`src/rtl/vga_timing_pkg.sv`:
```
// vga_timing_pkg
//   Shared constants for the VGA timing generator: 640x480@60 geometry,
//   the 100 MHz -> 25 MHz pixel divider and the colour-bar palette.
//   Also provides timing_total() for line/frame totals and bar_rgb() for
//   the palette lookup used by the optional test pattern
//   (VGA_TEST_PATTERN_EN).
package vga_timing_pkg;

   localparam int unsigned CLK_DIV_100M  = 4;

   localparam int unsigned H_DISPLAY_640 = 640;
   localparam int unsigned H_FP_640      = 16;
   localparam int unsigned H_PULSE_640   = 96;
   localparam int unsigned H_BP_640      = 48;

   localparam int unsigned V_DISPLAY_480 = 480;
   localparam int unsigned V_FP_480      = 10;
   localparam int unsigned V_PULSE_480   = 2;
   localparam int unsigned V_BP_480      = 33;

   function automatic int unsigned timing_total(input int unsigned display,
                                                input int unsigned front_porch,
                                                input int unsigned pulse,
                                                input int unsigned back_porch);
      return display + front_porch + pulse + back_porch;
   endfunction

   localparam int unsigned H_TOTAL_640 = timing_total(H_DISPLAY_640, H_FP_640, H_PULSE_640, H_BP_640);
   localparam int unsigned V_TOTAL_480 = timing_total(V_DISPLAY_480, V_FP_480, V_PULSE_480, V_BP_480);

   // 4:4:4 colours, left-to-right bar order
   localparam logic [11:0] RGB_WHITE   = 12'hFFF;
   localparam logic [11:0] RGB_YELLOW  = 12'hFF0;
   localparam logic [11:0] RGB_CYAN    = 12'h0FF;
   localparam logic [11:0] RGB_GREEN   = 12'h0F0;
   localparam logic [11:0] RGB_MAGENTA = 12'hF0F;
   localparam logic [11:0] RGB_RED     = 12'hF00;
   localparam logic [11:0] RGB_BLUE    = 12'h00F;
   localparam logic [11:0] RGB_BLACK   = 12'h000;

   function automatic logic [11:0] bar_rgb(input logic [2:0] idx);
      case (idx)
         3'd0:    return RGB_WHITE;
         3'd1:    return RGB_YELLOW;
         3'd2:    return RGB_CYAN;
         3'd3:    return RGB_GREEN;
         3'd4:    return RGB_MAGENTA;
         3'd5:    return RGB_RED;
         3'd6:    return RGB_BLUE;
         default: return RGB_BLACK;
      endcase
   endfunction

endpackage

```
`src/rtl/vga_timing_gen_clk_en_div.sv`:
```
// clk_en_div
//   Clock-enable divider: tick is high for one system clock out of every
//   CLK_DIV clocks in which en is high. With CLK_DIV=1, tick follows en.
//   Ports: clk, rst (async, active-high), en (run enable), tick (enable out).
module clk_en_div #(
   parameter int unsigned CLK_DIV = 4
) (
   input  logic clk,
   input  logic rst,
   input  logic en,
   output logic tick
);

   localparam int unsigned     DIV_W    = (CLK_DIV > 1) ? $clog2(CLK_DIV) : 1;
   localparam logic [DIV_W-1:0] DIV_LAST = DIV_W'(CLK_DIV - 1);

   logic [DIV_W-1:0] div_cnt;

   always_ff @(posedge clk or posedge rst) begin
      if (rst) begin
         div_cnt <= '0;
      end else if (en) begin
         div_cnt <= (div_cnt == DIV_LAST) ? '0 : div_cnt + 1'b1;
      end
   end

   assign tick = en && (div_cnt == DIV_LAST);

endmodule

```
`src/rtl/vga_timing_gen.sv`:
```
// vga_timing_gen
//   Parametrised VGA timing generator running from one system clock through
//   a clock-enable divider.
//   Ports:
//     clk, rst (async, active-high), en (run enable; low freezes state)
//     pix_en          pixel-rate enable (combinational)
//     h_count/v_count pixel / line position
//     h_sync/v_sync   sync pulses, active level HS_POL / VS_POL
//     display_active  inside the visible area
//     line_start      one-clock pulse when h_count wraps to 0
//     frame_start     one-clock pulse when both counters wrap to 0
//     frame_count     frames started since reset (16-bit, wrapping)
//     rgb             colour-bar test pattern, only with VGA_TEST_PATTERN_EN
module vga_timing_gen
   import vga_timing_pkg::*;
#(
   parameter int unsigned CLK_DIV       = CLK_DIV_100M,
   parameter int unsigned H_DISPLAY     = H_DISPLAY_640,
   parameter int unsigned H_FRONT_PORCH = H_FP_640,
   parameter int unsigned H_PULSE       = H_PULSE_640,
   parameter int unsigned H_BACK_PORCH  = H_BP_640,
   parameter int unsigned V_DISPLAY     = V_DISPLAY_480,
   parameter int unsigned V_FRONT_PORCH = V_FP_480,
   parameter int unsigned V_PULSE       = V_PULSE_480,
   parameter int unsigned V_BACK_PORCH  = V_BP_480,
   parameter logic        HS_POL        = 1'b0,
   parameter logic        VS_POL        = 1'b0,
   parameter int unsigned CNT_W         = 10
) (
   input  logic             clk,
   input  logic             rst,
   input  logic             en,
   output logic             pix_en,
   output logic [CNT_W-1:0] h_count,
   output logic [CNT_W-1:0] v_count,
   output logic             h_sync,
   output logic             v_sync,
   output logic             display_active,
   output logic             line_start,
   output logic             frame_start,
`ifdef VGA_TEST_PATTERN_EN
   output logic [11:0]      rgb,
`endif
   output logic [15:0]      frame_count
);

   localparam int unsigned H_TOTAL = timing_total(H_DISPLAY, H_FRONT_PORCH, H_PULSE, H_BACK_PORCH);
   localparam int unsigned V_TOTAL = timing_total(V_DISPLAY, V_FRONT_PORCH, V_PULSE, V_BACK_PORCH);

   localparam logic [CNT_W-1:0] H_LAST = CNT_W'(H_TOTAL - 1);
   localparam logic [CNT_W-1:0] V_LAST = CNT_W'(V_TOTAL - 1);

   // Sync windows kept 32-bit so an end bound equal to the total cannot overflow CNT_W
   localparam int unsigned HS_START = H_DISPLAY + H_FRONT_PORCH;
   localparam int unsigned HS_END   = HS_START + H_PULSE;
   localparam int unsigned VS_START = V_DISPLAY + V_FRONT_PORCH;
   localparam int unsigned VS_END   = VS_START + V_PULSE;

   logic             h_wrap, v_wrap;
   logic [CNT_W-1:0] h_next, v_next;
   logic             hs_next, vs_next, act_next;

   clk_en_div #(.CLK_DIV(CLK_DIV)) u_div (
      .clk  (clk),
      .rst  (rst),
      .en   (en),
      .tick (pix_en)
   );

   // Decode from the next counter values so registered outputs line up with the counters
   always_comb begin
      h_wrap   = (h_count == H_LAST);
      v_wrap   = (v_count == V_LAST);
      h_next   = h_wrap ? '0 : h_count + 1'b1;
      v_next   = v_count;
      if (h_wrap) begin
         v_next = v_wrap ? '0 : v_count + 1'b1;
      end
      hs_next  = ((32'(h_next) >= HS_START) && (32'(h_next) < HS_END)) ? HS_POL : ~HS_POL;
      vs_next  = ((32'(v_next) >= VS_START) && (32'(v_next) < VS_END)) ? VS_POL : ~VS_POL;
      act_next = (32'(h_next) < H_DISPLAY) && (32'(v_next) < V_DISPLAY);
   end

   always_ff @(posedge clk or posedge rst) begin
      if (rst) begin
         h_count        <= H_LAST;
         v_count        <= V_LAST;
         h_sync         <= ~HS_POL;
         v_sync         <= ~VS_POL;
         display_active <= 1'b0;
         line_start     <= 1'b0;
         frame_start    <= 1'b0;
         frame_count    <= '0;
      end else if (pix_en) begin
         h_count        <= h_next;
         v_count        <= v_next;
         h_sync         <= hs_next;
         v_sync         <= vs_next;
         display_active <= act_next;
         line_start     <= h_wrap;
         frame_start    <= h_wrap && v_wrap;
         if (h_wrap && v_wrap) begin
            frame_count <= frame_count + 1'b1;
         end
      end else begin
         line_start     <= 1'b0;
         frame_start    <= 1'b0;
      end
   end

`ifdef VGA_TEST_PATTERN_EN
   // Narrow displays still get width-1 bars; the last bar absorbs the remainder
   localparam int unsigned BAR_W = (H_DISPLAY / 8 > 0) ? H_DISPLAY / 8 : 1;

   int unsigned bar_q;
   logic [2:0]  bar_idx;

   always_comb begin
      bar_q   = 32'(h_next) / BAR_W;
      bar_idx = (bar_q > 7) ? 3'd7 : 3'(bar_q);
   end

   always_ff @(posedge clk or posedge rst) begin
      if (rst) begin
         rgb <= '0;
      end else if (pix_en) begin
         rgb <= act_next ? bar_rgb(bar_idx) : '0;
      end
   end
`endif

endmodule

```
`config.mk`:
```
export PLATFORM = sky130hd
export DESIGN_NAME = vga_timing_gen
export DESIGN_NICKNAME = d
export VERILOG_FILES = /design/src/rtl/vga_timing_pkg.sv /design/src/rtl/vga_timing_gen_clk_en_div.sv /design/src/rtl/vga_timing_gen.sv
export SDC_FILE = /design/constraint.sdc
export NUM_CORES = 1
export LEC_CHECK = 0
export ABC_AREA = 1
export BUFFER_PORTS_ARGS = -buffer_cell sky130_fd_sc_hd__buf_2
export CORE_MARGIN = 1
export CORE_UTILIZATION = 56
export CTS_CLUSTER_SIZE = 20
export DETAILED_ROUTE_END_ITERATION = 6
export PLACE_DENSITY = 0.77
export SETUP_SLACK_MARGIN = 0.15
export SLEW_MARGIN = 5
export SYNTH_ARGS = -nofsm -noshare
export SYNTH_HDL_FRONTEND = slang
export SYNTH_HIERARCHICAL = 1
export SYNTH_SLANG_ARGS = --single-unit
```
`constraint.sdc`:
```
create_clock -name clk -period 2.12 [get_ports clk]
set_input_delay 0.424 -clock clk [delete_from_list [all_inputs] [get_ports clk]]
set_output_delay 0.424 -clock clk [all_outputs]
set_load 0.02 [all_outputs]
```
==> insert_results.sql <==
INSERT INTO impl_metrics (metric_group, metric, value, unit) VALUES
('outcome', 'run_status', 'finished, violations left', ''),
('outcome', 'violations', 'DRC', ''),
('grt', 'gr-usage-all-layers', '25.89', '%'),
('worst_setup_path', 'slowest_delay', '0.56', 'ns'),
('grt', 'grt_antenna_before_repair', '0', ''),
('place', 'detailedPlacementHpwl', '4436', 'µm'),
('cells_and_area', 'most_common_cell_after_layout_fill_and_taps_aside', 'nand2_1', ''),
('grt', 'wire_length_of_the_first_global_routing_pass', '10320', 'µm'),
('synth', 'syn_inst', '369', ''),
('sta', 'worst_hold_slack', '0.3821', 'ns'),
('drt', 'viasPerCell', '5.272', ''),
('synth', 'avgSynthCellArea', '7.263', 'µm²'),
('sta', 'timing.final.ws_setup', '0.2410', 'ns'),
('cts', 'clk_root_buffer_cell', 'clkbuf_8', ''),
('place', 'placement.io_buffers', '44', ''),
('pwr', 'power_leakage', '1.658', 'nW'),
('drt', 'route.detailed.wl_per_inst', '12.96', 'µm'),
('cells_and_area', 'syn_to_layout_area_delta', '20.63', '%'),
('floorplanning', 'die_width', '71.18', 'µm'),
('cells_and_area', 'final_cell_count_no_fill', '485', ''),
('sta', 'finalHoldViolCount', '0', ''),
('drt', 'ant_nets', '0', ''),
('synth', 'synth.cell_area', '0.002680', 'mm²'),
('drt', 'route.detailed.drc', '2', ''),
('cts', 'insertion_delay', '0.30', 'ns'),
('flow_run', 'cap_viol_max_count', '0', ''),
('floorplanning', 'ioPinCount', '45', ''),
('cts', 'clock-sinks', '43', ''),
('place', 'dp.cells', '464', ''),
('floorplanning', 'initial_utilization', '59.90', '%'),
('drt', 'dr_total_vias', '2557', ''),
('cells_and_area', 'final.fill_count', '356', ''),
('drt', 'totalWireLength', '6284', 'µm'),
('synth', 'yosysTopAreaCellShare', '28.94', '%'),
('cells_and_area', 'final_net_count', '441', ''),
('synth', 'synth_largest_area_cell', 'dfrtp_1', ''),
('worst_setup_path', 'worstSetupStartpointType', 'register', ''),
('grt', 'grt-ovfl-total', '0', ''),
('floorplanning', 'die_h', '71.18', 'µm'),
('sta', 'fin_crit', '1.879', 'ns'),
('cells_and_area', 'most-common-layout-cells', 'nand2_1 (123), buf_2 (44), nor2_1 (43)', ''),
('worst_setup_path', 'worst_ep_required_time', '2.32', 'ns'),
('cells_and_area', 'post_route_cells_drive_above_1_share', '26.10', '%'),
('drt', 'drt-initial-drc-count', '204', ''),
('synth', 'synth_seq_area_share', '40.71', '%'),
('sta', 'worst_slew_margin_rel', '64.90', '%'),
('pwr', 'worst_ir_drop_vdd', '0.0006379', 'V'),
('sta', 'timing.final.max_slew_violations', '0', ''),
('floorplanning', 'core-area', '0.004474', 'mm²'),
('place', 'globalplace.congestion', '0.8773', ''),
('drt', 'drt_first_pass_iters', '7', ''),
('worst_setup_path', 'worst-endpoint-arrival', '2.07', 'ns'),
('synth', 'yosys-top-cells-area', 'dfrtp_1 (29%), nand2_1 (17%), dfstp_2 (12%)', ''),
('cts', 'ctsHtreeMaxLevel', '2', ''),
('worst_setup_path', 'path_cells', 'ha_4 -> buf_4 -> nand3_4 -> nor2_4 -> nand3_4 -> nor2_4 -> nand2_4 -> nor2_8 -> buf_4 -> nand3b_1 -> xnor2_1', ''),
('worst_setup_path', 'cp_max_fo', '3', ''),
('cts', 'clock_tree.buffer_depth', '2', ''),
('cells_and_area', 'fin_util', '72.26', '%'),
('cts', 'clkSlewWorstSetupHoldPaths', '0.09', 'ns'),
('grt', 'grt_pass1_vias', '2250', ''),
('sta', 'setup_viol', '0', ''),
('cts', 'tritoncts', 'done', ''),
('sta', 'clock-skew-final', '0.009098', 'ns'),
('sta', 'fmax', '532.2', 'MHz'),
('synth', 'ys.warnings.count', '6', ''),
('cts', 'tritoncts.num_buffers', '5', ''),
('worst_setup_path', 'setup.worst_path.end_class', 'register', ''),
('sta', 'grt_setup_unrepaired', 'yes', ''),
('cells_and_area', 'stdcell_area', '0.003233', 'mm²'),
('grt', 'largest_net_degree_at_the_start_of_global_routing', '42', ''),
('synth', 'synth_register_bits', '43', '');
power by group:
part | total (mW) | switching [mW] | internal [mW] | leakage, nW
clock | 0.526 | 0.297 | 0.229 | 0.0402
sequential | 1.10 | 0.124 | 0.975 | 0.531
combinational | 0.687 | 0.449 | 0.238 | 1.09
total | 2.31 | 0.870 | 1.44 | 1.66
Yosys cell counts, drive strengths merged:
master	n
dfrtp	31
clkbuf	4
nor2	54
nor4	3
o21ai	22
nor3	4
nand2	125
ha	6
clkinv	1
dfstp	12
nand4	10
nand3	30
nand3b	1
xor2	15
or2	1
buf	3
inv	42
a21oi	1
xnor2	4
timing repair:
action / CTS / global route
endpoints found under the hold margin: 2 / 0
setup endpoints to repair: 5 / 19
pin swaps: 4 / 4
hold buffers: 1 / 0
gates resized for setup: 4 / 11
buffers inserted: 8 / 4
layout make-up:
type / instances / area [µm²] / share of cell area, %
Clock inverter: 3 / 20.02 / 0.6192
Tap cell: 52 / 65.06 / 2.012
Inverter: 43 / 165.2 / 5.108
Multi-Input combinational cell: 276 / 1453 / 44.93
Sequential cell: 43 / 1092 / 33.78
Clock buffer: 5 / 68.82 / 2.128
Timing Repair Buffer: 63 / 369.1 / 11.42
final timing paths:
check | from | endpoint | slack, ns | depth (start not counted)
worst max-delay path | h_count[0]$_DFFE_PP1P_ | frame_count[11]$_DFFE_PP0P_ | 0.24 | 11
worst min-delay path | en | u_div/div_cnt[1]$_DFFE_PP0P_ | 0.38 | 3
worst max register to register | h_count[0]$_DFFE_PP1P_ | frame_count[11]$_DFFE_PP0P_ | 0.24 | 11
worst min register to register | u_div/div_cnt[1]$_DFFE_PP0P_ | u_div/div_cnt[1]$_DFFE_PP0P_ | 0.48 | 2
max in group asynchronous | rst | v_count[0]$_DFFE_PP0P_ | 0.93 | 4
min in group asynchronous | rst | u_div/div_cnt[1]$_DFFE_PP0P_ | 0.52 | 3
flip-flops by register name, summed over array words and instances, names as in the netlist:
name / count
u_div/div_cnt: 2
display_active: 1
v_sync: 1
v_count: 10
h_count: 10
frame_count: 16
frame_start: 1
h_sync: 1
line_start: 1
metal layers:
metal	vias to the layer above	GRT usage, %	part of all wire, %
met5	-	0	0
met4	0	6.000	1.2
met3	7	4.416	5.2
met2	81	41.27	46
met1	1184	37.13	47
li1	1285	-	-
worst max-delay path: cells and delay by family (launching register included):
kind / cells / cell delay (ns)
buf+inv: 2 / 0.25
simple gates: 7 / 0.69
fa+ha+maj: 1 / 0.13
xor+xnor: 1 / 0.13
flops: 1 / 0.56
kinds of logic after synthesis:
group	Yosys count	synth area share [%]
AO/OA/AOI/OAI	23	4.295
XOR/XNOR	19	6.209
adder cells (fa/ha/maj)	6	2.801
buffers and inverters	50	7.376
flip-flops	43	40.71
AND/OR/NAND/NOR	228	38.61
Power figures use the tool's default switching activity.
